==> config.mk <==
export PLATFORM = sky130hd
export DESIGN_NAME = mem_adder_ctrl_flat
export DESIGN_NICKNAME = d
export VERILOG_FILES = /design/src/rtl/mem_adder_pkg.sv /design/src/rtl/mem_adder_ctrl_if.sv /design/src/rtl/mem_adder_alu.sv /design/src/rtl/mem_adder_ctrl.sv /design/src/flat_wrapper.sv
export SDC_FILE = /design/constraint.sdc
export NUM_CORES = 1
export LEC_CHECK = 0
export ABC_AREA = 0
export CAP_MARGIN = 20
export CORE_UTILIZATION = 55
export CTS_CLUSTER_DIAMETER = 80
export DETAILED_ROUTE_END_ITERATION = 8
export DONT_BUFFER_PORTS = 1
export GPL_TIMING_DRIVEN = 0
export PLACE_DENSITY = 0.68
export SLEW_MARGIN = 10
export SYNTH_ARGS = -nofsm -noshare
export SYNTH_HDL_FRONTEND = slang
export SYNTH_SLANG_ARGS = --single-unit
==> constraint.sdc <==
create_clock -name CLK -period 9 [get_ports CLK]
set_input_delay 1.35 -clock CLK [delete_from_list [all_inputs] [get_ports CLK]]
set_output_delay 1.35 -clock CLK [all_outputs]
set_load 0.02 [all_outputs]
==> src/rtl/mem_adder_pkg.sv <==
// Shared definitions for the MemoryAdder demo: default widths and sequencer state encodings.
package mem_adder_pkg;

  localparam int DEF_WORD_SIZE = 16;
  localparam int DEF_ADDR_W    = 5;

  typedef enum logic [2:0] {
    ST_IDLE  = 3'd0,
    ST_RD_A  = 3'd1,
    ST_RD_B  = 3'd2,
    ST_CAP_B = 3'd3,
    ST_WR    = 3'd4,
    ST_DONE  = 3'd5
  } state_t;

endpackage

==> src/rtl/mem_adder_ctrl_if.sv <==
// Memory-side bus between the sequencer (master) and the register memory (slave).
// read_data is valid the cycle after read_en; a write commits on the edge where write_en is high.
interface mem_adder_ctrl_if #(
  parameter int WORD_SIZE = mem_adder_pkg::DEF_WORD_SIZE,
  parameter int ADDR_W    = mem_adder_pkg::DEF_ADDR_W
);
  logic                 read_en;
  logic [ADDR_W-1:0]    read_addr;
  logic [WORD_SIZE-1:0] read_data;
  logic                 write_en;
  logic [ADDR_W-1:0]    write_addr;
  logic [WORD_SIZE-1:0] write_data;

  modport master (
    output read_en, read_addr, write_en, write_addr, write_data,
    input  read_data
  );

  modport slave (
    input  read_en, read_addr, write_en, write_addr, write_data,
    output read_data
  );
endinterface

==> src/rtl/mem_adder_alu.sv <==
// Combinational add/subtract; carry is carry-out for add and borrow (a < b) for subtract.
module mem_adder_alu #(
  parameter int WORD_SIZE = mem_adder_pkg::DEF_WORD_SIZE
) (
  input  logic [WORD_SIZE-1:0] a,
  input  logic [WORD_SIZE-1:0] b,
  input  logic                 sub,
  output logic [WORD_SIZE-1:0] result,
  output logic                 carry
);
  logic [WORD_SIZE:0] sum;

  always_comb begin
    if (sub) sum = {1'b0, a} - {1'b0, b};
    else     sum = {1'b0, a} + {1'b0, b};
  end

  assign result = sum[WORD_SIZE-1:0];
  assign carry  = sum[WORD_SIZE];
endmodule

==> src/rtl/mem_adder_ctrl.sv <==
// Sequencer: reads two operands from mem, adds/subtracts them, writes the result back, pulses done.
module mem_adder_ctrl
  import mem_adder_pkg::*;
#(
  parameter int WORD_SIZE = DEF_WORD_SIZE,
  parameter int ADDR_W    = DEF_ADDR_W
) (
  input  logic              CLK,
  input  logic              RST_N,
  input  logic              start,
  input  logic              op_sub,
  input  logic [ADDR_W-1:0] addr_a,
  input  logic [ADDR_W-1:0] addr_b,
  input  logic [ADDR_W-1:0] addr_dst,
  output logic              busy,
  output logic              done,
  output logic              carry,
  output state_t            state,
  mem_adder_ctrl_if.master  mem_bus
);

  state_t               state_q, state_d;
  logic                 sub_q;
  logic [ADDR_W-1:0]    a_q, b_q, dst_q;
  logic [WORD_SIZE-1:0] op_a, op_b;
  logic                 carry_q;
  logic [WORD_SIZE-1:0] alu_result;
  logic                 alu_carry;

  mem_adder_alu #(.WORD_SIZE(WORD_SIZE)) u_alu (
    .a      (op_a),
    .b      (op_b),
    .sub    (sub_q),
    .result (alu_result),
    .carry  (alu_carry)
  );

  always_ff @(posedge CLK or negedge RST_N) begin
    if (!RST_N) state_q <= ST_IDLE;
    else        state_q <= state_d;
  end

  // Command fields are only captured on an accepted start, so a start while busy cannot disturb them.
  always_ff @(posedge CLK or negedge RST_N) begin
    if (!RST_N) begin
      sub_q   <= 1'b0;
      a_q     <= '0;
      b_q     <= '0;
      dst_q   <= '0;
      op_a    <= '0;
      op_b    <= '0;
      carry_q <= 1'b0;
    end else begin
      case (state_q)
        ST_IDLE: if (start) begin
          sub_q <= op_sub;
          a_q   <= addr_a;
          b_q   <= addr_b;
          dst_q <= addr_dst;
        end
        ST_RD_B:  op_a    <= mem_bus.read_data;
        ST_CAP_B: op_b    <= mem_bus.read_data;
        ST_WR:    carry_q <= alu_carry;
        default: ;
      endcase
    end
  end

  // Mem strobes decode straight from the state register so they drop with reset.
  always_comb begin
    state_d            = state_q;
    mem_bus.read_en    = 1'b0;
    mem_bus.read_addr  = a_q;
    mem_bus.write_en   = 1'b0;
    mem_bus.write_addr = dst_q;
    mem_bus.write_data = '0;
    busy               = 1'b1;
    done               = 1'b0;
    case (state_q)
      ST_IDLE: begin
        busy = 1'b0;
        if (start) state_d = ST_RD_A;
      end
      ST_RD_A: begin
        mem_bus.read_en = 1'b1;
        state_d         = ST_RD_B;
      end
      ST_RD_B: begin
        mem_bus.read_en   = 1'b1;
        mem_bus.read_addr = b_q;
        state_d           = ST_CAP_B;
      end
      ST_CAP_B: state_d = ST_WR;
      ST_WR: begin
        mem_bus.write_en   = 1'b1;
        mem_bus.write_data = alu_result;
        state_d            = ST_DONE;
      end
      ST_DONE: begin
        done    = 1'b1;
        state_d = ST_IDLE;
      end
      default: begin
        busy    = 1'b0;
        state_d = ST_IDLE;
      end
    endcase
  end

  assign carry = carry_q;
  assign state = state_q;

endmodule

==> src/flat_wrapper.sv <==
// flat-port wrapper written by rule: the top's interface ports become plain ports
module mem_adder_ctrl_flat import mem_adder_pkg::*;
#(
  parameter int WORD_SIZE = DEF_WORD_SIZE,
  parameter int ADDR_W    = DEF_ADDR_W
)
  (CLK, RST_N, start, op_sub, addr_a, addr_b, addr_dst, busy, done, carry, state, mem_bus_read_en, mem_bus_read_addr, mem_bus_write_en, mem_bus_write_addr, mem_bus_write_data, mem_bus_read_data);
  mem_adder_ctrl_if #(.WORD_SIZE(WORD_SIZE), .ADDR_W(ADDR_W)) mem_bus_i ();
  input  logic CLK;
  input  logic RST_N;
  input  logic start;
  input  logic op_sub;
  input  logic [ADDR_W-1:0] addr_a;
  input  logic [ADDR_W-1:0] addr_b;
  input  logic [ADDR_W-1:0] addr_dst;
  output logic busy;
  output logic done;
  output logic carry;
  output state_t state;
  output wire logic [$bits(mem_bus_i.read_en)-1:0] mem_bus_read_en;
  output wire logic [$bits(mem_bus_i.read_addr)-1:0] mem_bus_read_addr;
  output wire logic [$bits(mem_bus_i.write_en)-1:0] mem_bus_write_en;
  output wire logic [$bits(mem_bus_i.write_addr)-1:0] mem_bus_write_addr;
  output wire logic [$bits(mem_bus_i.write_data)-1:0] mem_bus_write_data;
  input wire logic [$bits(mem_bus_i.read_data)-1:0] mem_bus_read_data;
  assign mem_bus_read_en = mem_bus_i.read_en;
  assign mem_bus_read_addr = mem_bus_i.read_addr;
  assign mem_bus_write_en = mem_bus_i.write_en;
  assign mem_bus_write_addr = mem_bus_i.write_addr;
  assign mem_bus_write_data = mem_bus_i.write_data;
  assign mem_bus_i.read_data = mem_bus_read_data;
  mem_adder_ctrl #(.WORD_SIZE(WORD_SIZE), .ADDR_W(ADDR_W)) u_core (.CLK(CLK), .RST_N(RST_N), .start(start), .op_sub(op_sub), .addr_a(addr_a), .addr_b(addr_b), .addr_dst(addr_dst), .busy(busy), .done(done), .carry(carry), .state(state), .mem_bus(mem_bus_i));
endmodule
==> results.ini <==
[run_status]
run_status = completed

[clock_network]
ctsHoldBuffers = 0
cts_root_buf = clkbuf_8
clk_latency_ns = 0.30
clkSlewWorstSetupHoldPaths_ns = 0.08
cts_setup_buffers = 0
clk_path_buf_depth = 2
post_cts_resized = 0
cts_sinks = 52
cts_tree = built
cts_max_level = 2
cts_buffers = 5

[die]
rows = 27
die_w_um = 78.64
fp.dieH_um = 78.64
die_area_um2 = 6184
start_util_pct = 57.96
ios = 69
core_area_um2 = 5574

[min_path]
worstHoldPathType = flip-flop to flip-flop
hold_depth = 1

[critical_path]
cp.arrival_ns = 3.58
crit_family = compound AO/OA/AOI/OAI gates
cp_cell_sequence = clkbuf_1, clkbuf_1, mux2i_1, fa_1, a211oi_1, o21bai_1, a21oi_1, o21ai_1, o22ai_1, mux2i_1
r2r_cells = 13
critPathLaunchType = flip-flop
crit_buf_inv = 2
cpPeakStageDelay_ns = 0.50
crit_slowest_cell = fa_1
worstPathMaxFanout = 10
crit_path_end_kind = primary output
crit_required_ns = 7.65
path_depth = 10
critical_path_class = flip-flop to primary output

[detailed_routing]
firstDrtPassIters = 4
drt_first_iter_violations = 62
vias = 2204
wire_per_inst_um = 16.42
antenna_left = 0
wl_mm = 6.305
viasPerCell = 5.740
drcViolationCount = 0

[synthesis]
yosys_warnings = 0
ys_seq_area_share_pct = 40.28
syn_inst = 305
netlist_area_um2 = 3231
synth_cell_types = 47
avgSynthCellArea_um2 = 10.59
syn_nets = 358
synth_ff_type = dfrtp_1
ys_ff_latch = 52
synth_edf_count = 0
async_flop_share_pct = 100.0

[finish]
regArea_um2 = 1301
layout_common_cells = dfrtp_1 (52), mux2_2 (49), nor2_1 (25), xnor2_1 (19), ha_1 (17)
multi_input_area_um2 = 1829
fillers = 485
drive_gt1_share_pct = 22.76
nets = 365
instances_no_fill = 384
layout_commonest_cell = dfrtp_1
num_antenna_cells = 0
syn_to_final_growth_pct = 5.190

[grt]
antenna_found_initial = 0
grtUsageTotal_pct = 22.39
grt_max_degree = 53
overflow = 0
grt_pass1_wl_mm = 10.66
grt_pass1_vias = 2189

[placement]
io_buffers = 0
place.gp.congestion = 0.8188
hpwlAfterDp_mm = 4.866
dpl.cell_count = 377

[sta]
finalClockSkew_ns = 0.005824
period_share_pct = 54.81
maxSlewViolCount = 0
fin_crit_ns = 4.933
fmax_ghz = 0.2027
finalHoldViolCount = 0
setup_tns_ns = 0
rsz0062_at_grt = no
worst_slew_pin_slew_ns = 0.6835
setup_viol = 0
slew_headroom_pct = 54.16

[run]
cap_violations = 0

==> cell usage after synthesis (2+ instances only) <==
| master | count | share of area (%) |
|---|---|---|
| mux2i_1 | 4 | 1.2 |
| nor2_1 | 25 | 2.9 |
| and2_1 | 2 | 0.39 |
| a21oi_1 | 16 | 2.5 |
| mux2_2 | 49 | 17 |
| dfrtp_1 | 52 | 40 |
| a211o_1 | 3 | 0.81 |
| nand2_1 | 14 | 1.6 |
| mux2_1 | 3 | 1.0 |
| inv_1 | 10 | 1.2 |
| clkbuf_1 | 5 | 0.58 |
| buf_2 | 8 | 1.2 |
| o21a_1 | 3 | 0.70 |
| nand3b_1 | 3 | 0.70 |
| nor4_1 | 2 | 0.39 |
| nand2b_1 | 4 | 0.77 |
| nor3_1 | 4 | 0.62 |
| a31oi_1 | 3 | 0.58 |
| o21ai_0 | 12 | 1.9 |
| a211oi_1 | 5 | 1.2 |
| a21o_1 | 5 | 1.2 |
| ha_1 | 17 | 6.6 |
| o21bai_1 | 3 | 0.70 |
| nor2b_1 | 2 | 0.39 |
| o21ai_1 | 6 | 0.93 |
| xor2_1 | 5 | 1.4 |
| xnor2_1 | 19 | 5.2 |
| or3_1 | 2 | 0.39 |
==> final timing paths <==
| check | from | slack (ns) | end |
|---|---|---|---|
| setup / recovery | u_core.sub_q | 4.07 | mem_bus_write_data[14] |
| hold / removal | u_core.op_a[13] | 0.50 | u_core.op_a[13] |
| setup reg to reg | u_core.op_b[6] | 5.99 | u_core.carry |
| hold reg to reg | u_core.op_a[13] | 0.50 | u_core.op_a[13] |
| max in group asynchronous | RST_N | 8.18 | u_core.op_b[14] |
| min in group asynchronous | RST_N | 0.73 | u_core.state[1] |
==> layout make-up <==
class / count / share of cell area [%]
multi-input combinational: 229 / 53.83
sequential: 52 / 38.29
tap: 72 / 2.651
clock buffer: 6 / 2.135
buffer: 13 / 1.730
inverter: 11 / 1.215
clock inverter: 1 / 0.1473
==> worst reg2reg max path, cell delays in order (launching register included) <==
cell,delay [ns]
dfrtp_1,0.43
or3_4,0.42
nor4_1,0.19
o21a_1,0.19
o21ai_0,0.12
xnor2_1,0.18
ha_1,0.25
clkbuf_1,0.20
a21oi_1,0.21
o21bai_1,0.09
a221oi_1,0.24
o21ai_1,0.15
xor2_1,0.16
o21ai_1,0.11
==> layer usage <==
layer  global-route usage [%]  vias to the layer above  wire, µm
met2                    33.91                       59      2724
met1                    31.65                     1040      3093
li1                         -                     1099         -
met5                        0                        -         0
met3                    5.814                        6       421
met4                    6.111                        0        66
==> sequential cells by signal, summed over array words and instances (netlist names) <==
register	flops
u_core.carry	1
u_core.mem_bus.write_addr	5
u_core.state	3
u_core.a_q	5
u_core.op_b	16
u_core.b_q	5
u_core.sub_q	1
u_core.op_a	16
==> logic make-up after synthesis <==
kind of cell | Yosys count | share of synthesized area, %
multiplexers | 56 | 19.36
buffers and inverters | 24 | 3.098
flip-flops | 52 | 40.28
XOR/XNOR | 24 | 6.507
AND/OR/NAND/NOR | 68 | 11.35
adder cells (fa/ha/maj) | 18 | 7.204
AO/OA/AOI/OAI | 63 | 12.20
==> metrics by stage <==
stage          setup slack, ns  utilization, %  area (µm²)  hold WS (ns)
3_5_place_dp             4.396           59.57        3321        0.4865
6_report                 4.067           60.97        3398        0.4986
3_3_place_gp             4.410           59.57        3321        0.4837
2_1_floorplan            4.717               -        3231        0.4649
4_1_cts                  4.045           60.97        3398        0.5070
5_1_grt                  3.747           60.97        3398        0.5278
Power is not shown: default switching activity piles up to over one toggle a cycle in this logic, so the estimate is an artifact.
